==> config.mk <==
export PLATFORM = sky130hd
export DESIGN_NAME = button_debounce
export DESIGN_NICKNAME = d
export VERILOG_FILES = /design/src/rtl/button_debounce.sv
export SDC_FILE = /design/constraint.sdc
export NUM_CORES = 1
export LEC_CHECK = 0
export ABC_AREA = 0
export CORE_ASPECT_RATIO = 0.8
export CORE_UTILIZATION = 50
export CTS_CLUSTER_DIAMETER = 120
export CTS_CLUSTER_SIZE = 25
export DETAILED_ROUTE_END_ITERATION = 10
export GPL_ROUTABILITY_DRIVEN = 0
export MAX_ROUTING_LAYER = met4
export PLACE_DENSITY_LB_ADDON = 0.15
export SETUP_SLACK_MARGIN = 0.2
export SLEW_MARGIN = 25
export SYNTH_ARGS = -nofsm -noshare
export SYNTH_HDL_FRONTEND = slang
export SYNTH_SLANG_ARGS = --single-unit
export TNS_END_PERCENT = 100
==> constraint.sdc <==
create_clock -name clk -period 2.84 [get_ports clk]
set_clock_uncertainty 0.05 [all_clocks]
set_input_delay 0.568 -clock clk [delete_from_list [all_inputs] [get_ports clk]]
set_output_delay 0.568 -clock clk [all_outputs]
set_load 0.1 [all_outputs]
==> src/rtl/button_debounce.sv <==
`default_nettype none
// ============================================================================
//  Module      : button_debounce
//  Description : Synchronizes a raw push-button input and debounces it into a
//                clean level plus one-cycle rise/fall pulses.
//  Revision    : 1.0 - initial release
// ============================================================================

module button_debounce #(
    parameter int SYNC_STAGES   = 2,
    parameter int STABLE_CYCLES = 50000,
    parameter int CNT_WIDTH     = 16
) (
    input  logic clk,
    input  logic rst_n,
    input  logic btn_in,
    output logic btn_level,
    output logic btn_rise,
    output logic btn_fall
);

    typedef enum logic [1:0] {
        ST_LOW       = 2'd0,
        ST_WAIT_HIGH = 2'd1,
        ST_HIGH      = 2'd2,
        ST_WAIT_LOW  = 2'd3
    } state_t;

    localparam logic [CNT_WIDTH-1:0] C_CNT_LAST = CNT_WIDTH'(STABLE_CYCLES - 1);

    logic [SYNC_STAGES-1:0] sync_q;
    logic                   sync_s;

    state_t                 state_q, state_d;
    logic [CNT_WIDTH-1:0]   cnt_q, cnt_d;
    logic                   level_q, level_d;
    logic                   rise_q, rise_d;
    logic                   fall_q, fall_d;

    // Only the first synchronizer flop ever samples the asynchronous input.
    always_ff @(posedge clk or negedge rst_n) begin
        if (!rst_n) begin
            sync_q <= '0;
        end else begin
            sync_q <= {sync_q[SYNC_STAGES-2:0], btn_in};
        end
    end

    assign sync_s = sync_q[SYNC_STAGES-1];

    always_ff @(posedge clk or negedge rst_n) begin
        if (!rst_n) begin
            state_q <= ST_LOW;
            cnt_q   <= '0;
            level_q <= 1'b0;
            rise_q  <= 1'b0;
            fall_q  <= 1'b0;
        end else begin
            state_q <= state_d;
            cnt_q   <= cnt_d;
            level_q <= level_d;
            rise_q  <= rise_d;
            fall_q  <= fall_d;
        end
    end

    always_comb begin
        state_d = state_q;
        cnt_d   = cnt_q;
        level_d = level_q;
        rise_d  = 1'b0;
        fall_d  = 1'b0;

        case (state_q)
            ST_LOW: begin
                if (sync_s) begin
                    state_d = ST_WAIT_HIGH;
                    cnt_d   = '0;
                end
            end

            // Any disagreeing sample throws away all accumulated credit.
            ST_WAIT_HIGH: begin
                if (!sync_s) begin
                    state_d = ST_LOW;
                    cnt_d   = '0;
                end else if (cnt_q == C_CNT_LAST) begin
                    state_d = ST_HIGH;
                    cnt_d   = '0;
                    level_d = 1'b1;
                    rise_d  = 1'b1;
                end else begin
                    cnt_d = cnt_q + CNT_WIDTH'(1);
                end
            end

            ST_HIGH: begin
                if (!sync_s) begin
                    state_d = ST_WAIT_LOW;
                    cnt_d   = '0;
                end
            end

            ST_WAIT_LOW: begin
                if (sync_s) begin
                    state_d = ST_HIGH;
                    cnt_d   = '0;
                end else if (cnt_q == C_CNT_LAST) begin
                    state_d = ST_LOW;
                    cnt_d   = '0;
                    level_d = 1'b0;
                    fall_d  = 1'b1;
                end else begin
                    cnt_d = cnt_q + CNT_WIDTH'(1);
                end
            end

            default: begin
                state_d = ST_LOW;
                cnt_d   = '0;
            end
        endcase
    end

    assign btn_level = level_q;
    assign btn_rise  = rise_q;
    assign btn_fall  = fall_q;

endmodule

`default_nettype wire

; After elaboration in Yosys (flattened, before gate mapping)
; Cells that the tools add are included.
[word_totals]
elab_cells = 47
input_bits = 3
register_bits = 23
[classes]
reduce_logical = 5
n_eq_ne = 12
n_mux = 23
n_addsub = 1
[ops]
columns = cell, n
row1 = $mux W16, 5
row2 = $pmux W16 S4, 1
row3 = $add A16 B1 Y16 const B, 1
row4 = $eq A16 B16 Y1 const B, 1
row5 = $mux W2, 6
row6 = $ne A2 B2 Y1 const B, 6
row7 = $mux W1, 9
row8 = $pmux W2 S4, 1
row9 = $ne A3 B3 Y1 const B, 2
row10 = $reduce_and A5 Y1, 1
row11 = $eq A2 B2 Y1 const B, 2
row12 = $reduce_and A4 Y1, 1
row13 = $eq A2 B1 Y1 const B, 1
row14 = $logic_not A2 Y1, 1
row15 = $pmux W1 S2, 1
row16 = $reduce_and A2 Y1, 1
row17 = $reduce_bool A2 Y1, 1

; Longest topological paths before layout
[depth]
word_depth = 4
depth_mapped = 7

; Worst setup path before layout
; OpenSTA, ideal clock, no wires.
[synth_path]
path_kind = register -> register
start = register cnt_q[7]
end = register with a tool-made name
required_ns = 2.665
synth_period_minus_slack_ns = 2.207
setup_ns = 0.125
arrival_ns = 2.032
path_stages_with_launch = 6
setup_slack_ns = 0.633
cell_sequence = dfrtp_1 -> or4_1 -> or4_1 -> buf_2 -> nor2_1 -> mux2_2
[synth_rtl]
columns = element, line_no
row1 = start: declaration, 35  ; logic [CNT_WIDTH-1:0] cnt_q, cnt_d;
row2 = start signal: assignment, 60  ; cnt_q <= cnt_d;

; Final worst setup path
[layout_path]
start = register cnt_q[7]
end = register cnt_q[12]
[layout_between]
elab_chain_len = 4
[layout_rtl]
columns = element, line_no
row1 = $add A16 B1 Y16 / $eq A16 B16 Y1 (equally long branches), --
row2 = $mux W16 *, "87, 108"
row3 = $mux W16 (on tied branches), "105, 84"
row4 = $pmux W16 S4 *, 74  ; case (state_q)
; Every way passes the cells marked *; elsewhere a longest branch is shown, timed or not.
; A chain may end at the register's enable or synchronous reset.

==> results.yml <==
outcome:
  status: "finished clean"
logic_synthesis:
  synth_area_um2: 1240
  syn_avg_cell_area_um2: 9.34
  synth.most_common_cell: "dfrtp_1"
  netlist_instances: 133
  syn_nets: 137
  ys_dominant_reg_cell: "dfrtp_1"
  synth_area_leaders: "dfrtp_1 46%, a31oi_1 7.6%, nand2_1 3.9%"
  yosysSeqAreaShare: 0.463
  yosys_warnings: 0
  synth_common_cells: "23 x dfrtp_1, 15 x a31oi_1, 13 x nand2_1, 7 x inv_1, 7 x nand4_1"
  synth.distinct_cells: 37
  yosysTopAreaCell: "dfrtp_1"
  synth_top_area_share: 0.463
  synthArstFlopShare: 1.00
  synth_edf_count: 0
  yosys_register_bits: 23
power_and_ir_drop:
  pwr-share-clk: 0.291
  p_total_mw: 0.526
  p_comb_frac: 0.067
  p_leak_nw: 0.536
  power.density_nw_per_um2: 398
  irDropWorstVdd_uv: 259
  p_int_mw: 0.397
  swShare: 0.247
  p_seq_frac: 0.642
  net-switching-power_mw: 0.130
timing:
  worstMarginPinSlew_ns: 0.677
  max_freq_mhz: 413
  setup_ws_ns: 0.421
  maxSlewHeadroom: 0.545
  maxSlewViolCount: 0
  fin_crit_sh: 0.852
  period_minus_slack_ns: 2.42
  rsz0062_at_grt: "no"
  finalSetupViolations: 0
  setup_tns_ns: 0
  finalHoldViolCount: 0
floorplanning:
  core-area_um2: 2250
  die_width_um: 57.7
  start_util: 0.552
  dieArea_um2: 2690
  die_h_um: 46.6
  pin_count: 6
  rows: 15
critical_path:
  max_stage_delay_ns: 0.61
  crit_type: "reg -> reg"
  cp-end-kind: "flip-flop"
  worst_ep_arrival_time_ns: 2.55
  start_kind: "flip-flop"
  crit_family: "simple AND/OR/NAND/NOR gates"
  crit_path_max_fanout: 20
  crit_slowest_cell: "or4_1"
  cp_num_buf_inv: 1
  cp.required_ns: 2.97
  cp_common_cell: "or4_1"
  r2r_setup_slack_ns: 0.42
  path_cells: "or4_1 -> or4_1 -> buf_4 -> nand2_1 -> o311ai_0"
clock_network:
  root_buffer: "clkbuf_4"
  clkTransAtPathRegs_ns: 0.12
  postCtsSetupBuffers: 0
  insertion_delay_ns: 0.32
  cts_tree: "built"
  ctsHoldBuffers: 0
  numCtsBuffers: 3
  cts_buffer_depth: 2
  ctsResizeCount: 0
  htreeDepth: 1
  cts.sinks: 23
route:
  drc: 0
  drtAntennaViolNets: 0
  viasPerCell: 6.85
  vias: 1117
  drt-total-wl_um: 2750
  drtIter0Drc: 60
  avgRoutedWirePerCell_um: 16.9
  drtPass1Iterations: 4
grt:
  globalRouteTotalUtil: 0.232
  grt_max_degree: 24
  grt_first_pass_wirelength_um: 4360
  grt_overflow: 0
  grt_pass1_vias: 871
  antenna_found_initial: 0
cells_and_area:
  fillers: 200
  area_delta_synth_final_pct: 6.55
  seq_area_um2: 576
  drive_gt1_frac: 0.0942
  multiInputGateArea_um2: 598
  final_cells: 163
  diodes: 0
  nets: 143
placement:
  portBuffers: 5
  dpl.cell_count: 159
  post-place-ws_ns: 0.484
  dp_hpwl_um: 1960
hold_path:
  min_path_type: "reg -> reg"
flow_run:
  drv_cap: 0
path summary, 6_finish.rpt:
kind / start / end / cells past startpoint
max: cnt_q[7] / cnt_q[12] / 5
min: sync_q[0] / sync_q[1] / 0
max reg2reg: cnt_q[7] / cnt_q[12] / 5
min reg2reg: sync_q[0] / sync_q[1] / 0
max in group asynchronous: rst_n / cnt_q[10] / 2
min in group asynchronous: rst_n / cnt_q[9] / 2
cell usage in the layout (no fill, tap or decap), types with 2 or more instances in the layout:
cell | Yosys | routed
o211ai_1 | 2 | 2
nand3b_1 | 4 | 4
nor3_1 | 6 | 6
buf_4 | 0 | 6
a31oi_1 | 15 | 15
o31a_1 | 2 | 2
dfrtp_1 | 23 | 23
clkbuf_4 | 0 | 3
nand2_1 | 13 | 13
nor4_1 | 3 | 3
and3_1 | 4 | 4
o21ai_0 | 4 | 4
nand4_1 | 7 | 7
o22ai_1 | 2 | 2
inv_1 | 7 | 7
nand3_1 | 5 | 5
nor2_1 | 6 | 6
or4_1 | 3 | 3
nand4b_1 | 2 | 2
clkdlybuf4s50_1 | 0 | 2
a41oi_1 | 2 | 2
metrics by stage:
step	util	hold slack, ns	area (um^2)
floorplan	-	0.222	1240
global placement	0.576	0.284	1300
detailed placement	0.576	0.315	1300
CTS	0.588	0.346	1320
global route	0.588	0.346	1320
finish	0.588	0.341	1320
layer usage:
layer / routed length, um / vias to the layer above / GRT usage
met2: 1190 / 55 / 0.312
met3: 217 / 4 / 0.0843
met1: 1320 / 533 / 0.324
li1: - / 525 / -
met5: 0 / - / -
met4: 23 / 0 / 0.0714
worst reg2reg max path: cells and delay by family (launching register included):
family                 cells  cell delay [ns]
AND/OR/NAND/NOR            3             1.37
flip-flops                 1             0.47
buffers and inverters      1             0.25
AO/OA/AOI/OAI              1             0.15
flip-flops by register name (all words and copies together) (netlist names), named ones only:
register and flops:
cnt_q 16, sync_q 2, btn_fall 1, btn_level 1
btn_rise 1, state_q 1
power groups by stage:
stage / combinational (mW) / sequential [mW] / clock [mW]
detailed placement: 0.0356 / 0.344 / 0
CTS: 0.0357 / 0.338 / 0.163
floorplan: 0.0200 / 0.342 / 0
global route: 0.0403 / 0.339 / 0.177
global placement: 0.0344 / 0.344 / 0
finish: 0.0353 / 0.338 / 0.153
kinds of logic after synthesis:
family / count (synthesis) / synth area share
AOI/OAI and AO/OA: 33 / 0.181
and+or+nand+nor: 59 / 0.267
DFF: 23 / 0.463
buffers and inverters: 14 / 0.0554
xor gates and xnor gates: 2 / 0.0141
muxes: 1 / 0.00906
adders and majority gates: 1 / 0.0101
area by class of cell:
cell class,instances,share of cell area
sequential,23,0.435
timing repair buffer,8,0.0491
tap,25,0.0236
multi-input combinational,96,0.452
clock buffer,3,0.0170
clock inverter,1,0.00378
inverter,7,0.0198
Power figures use the tool's default switching activity.
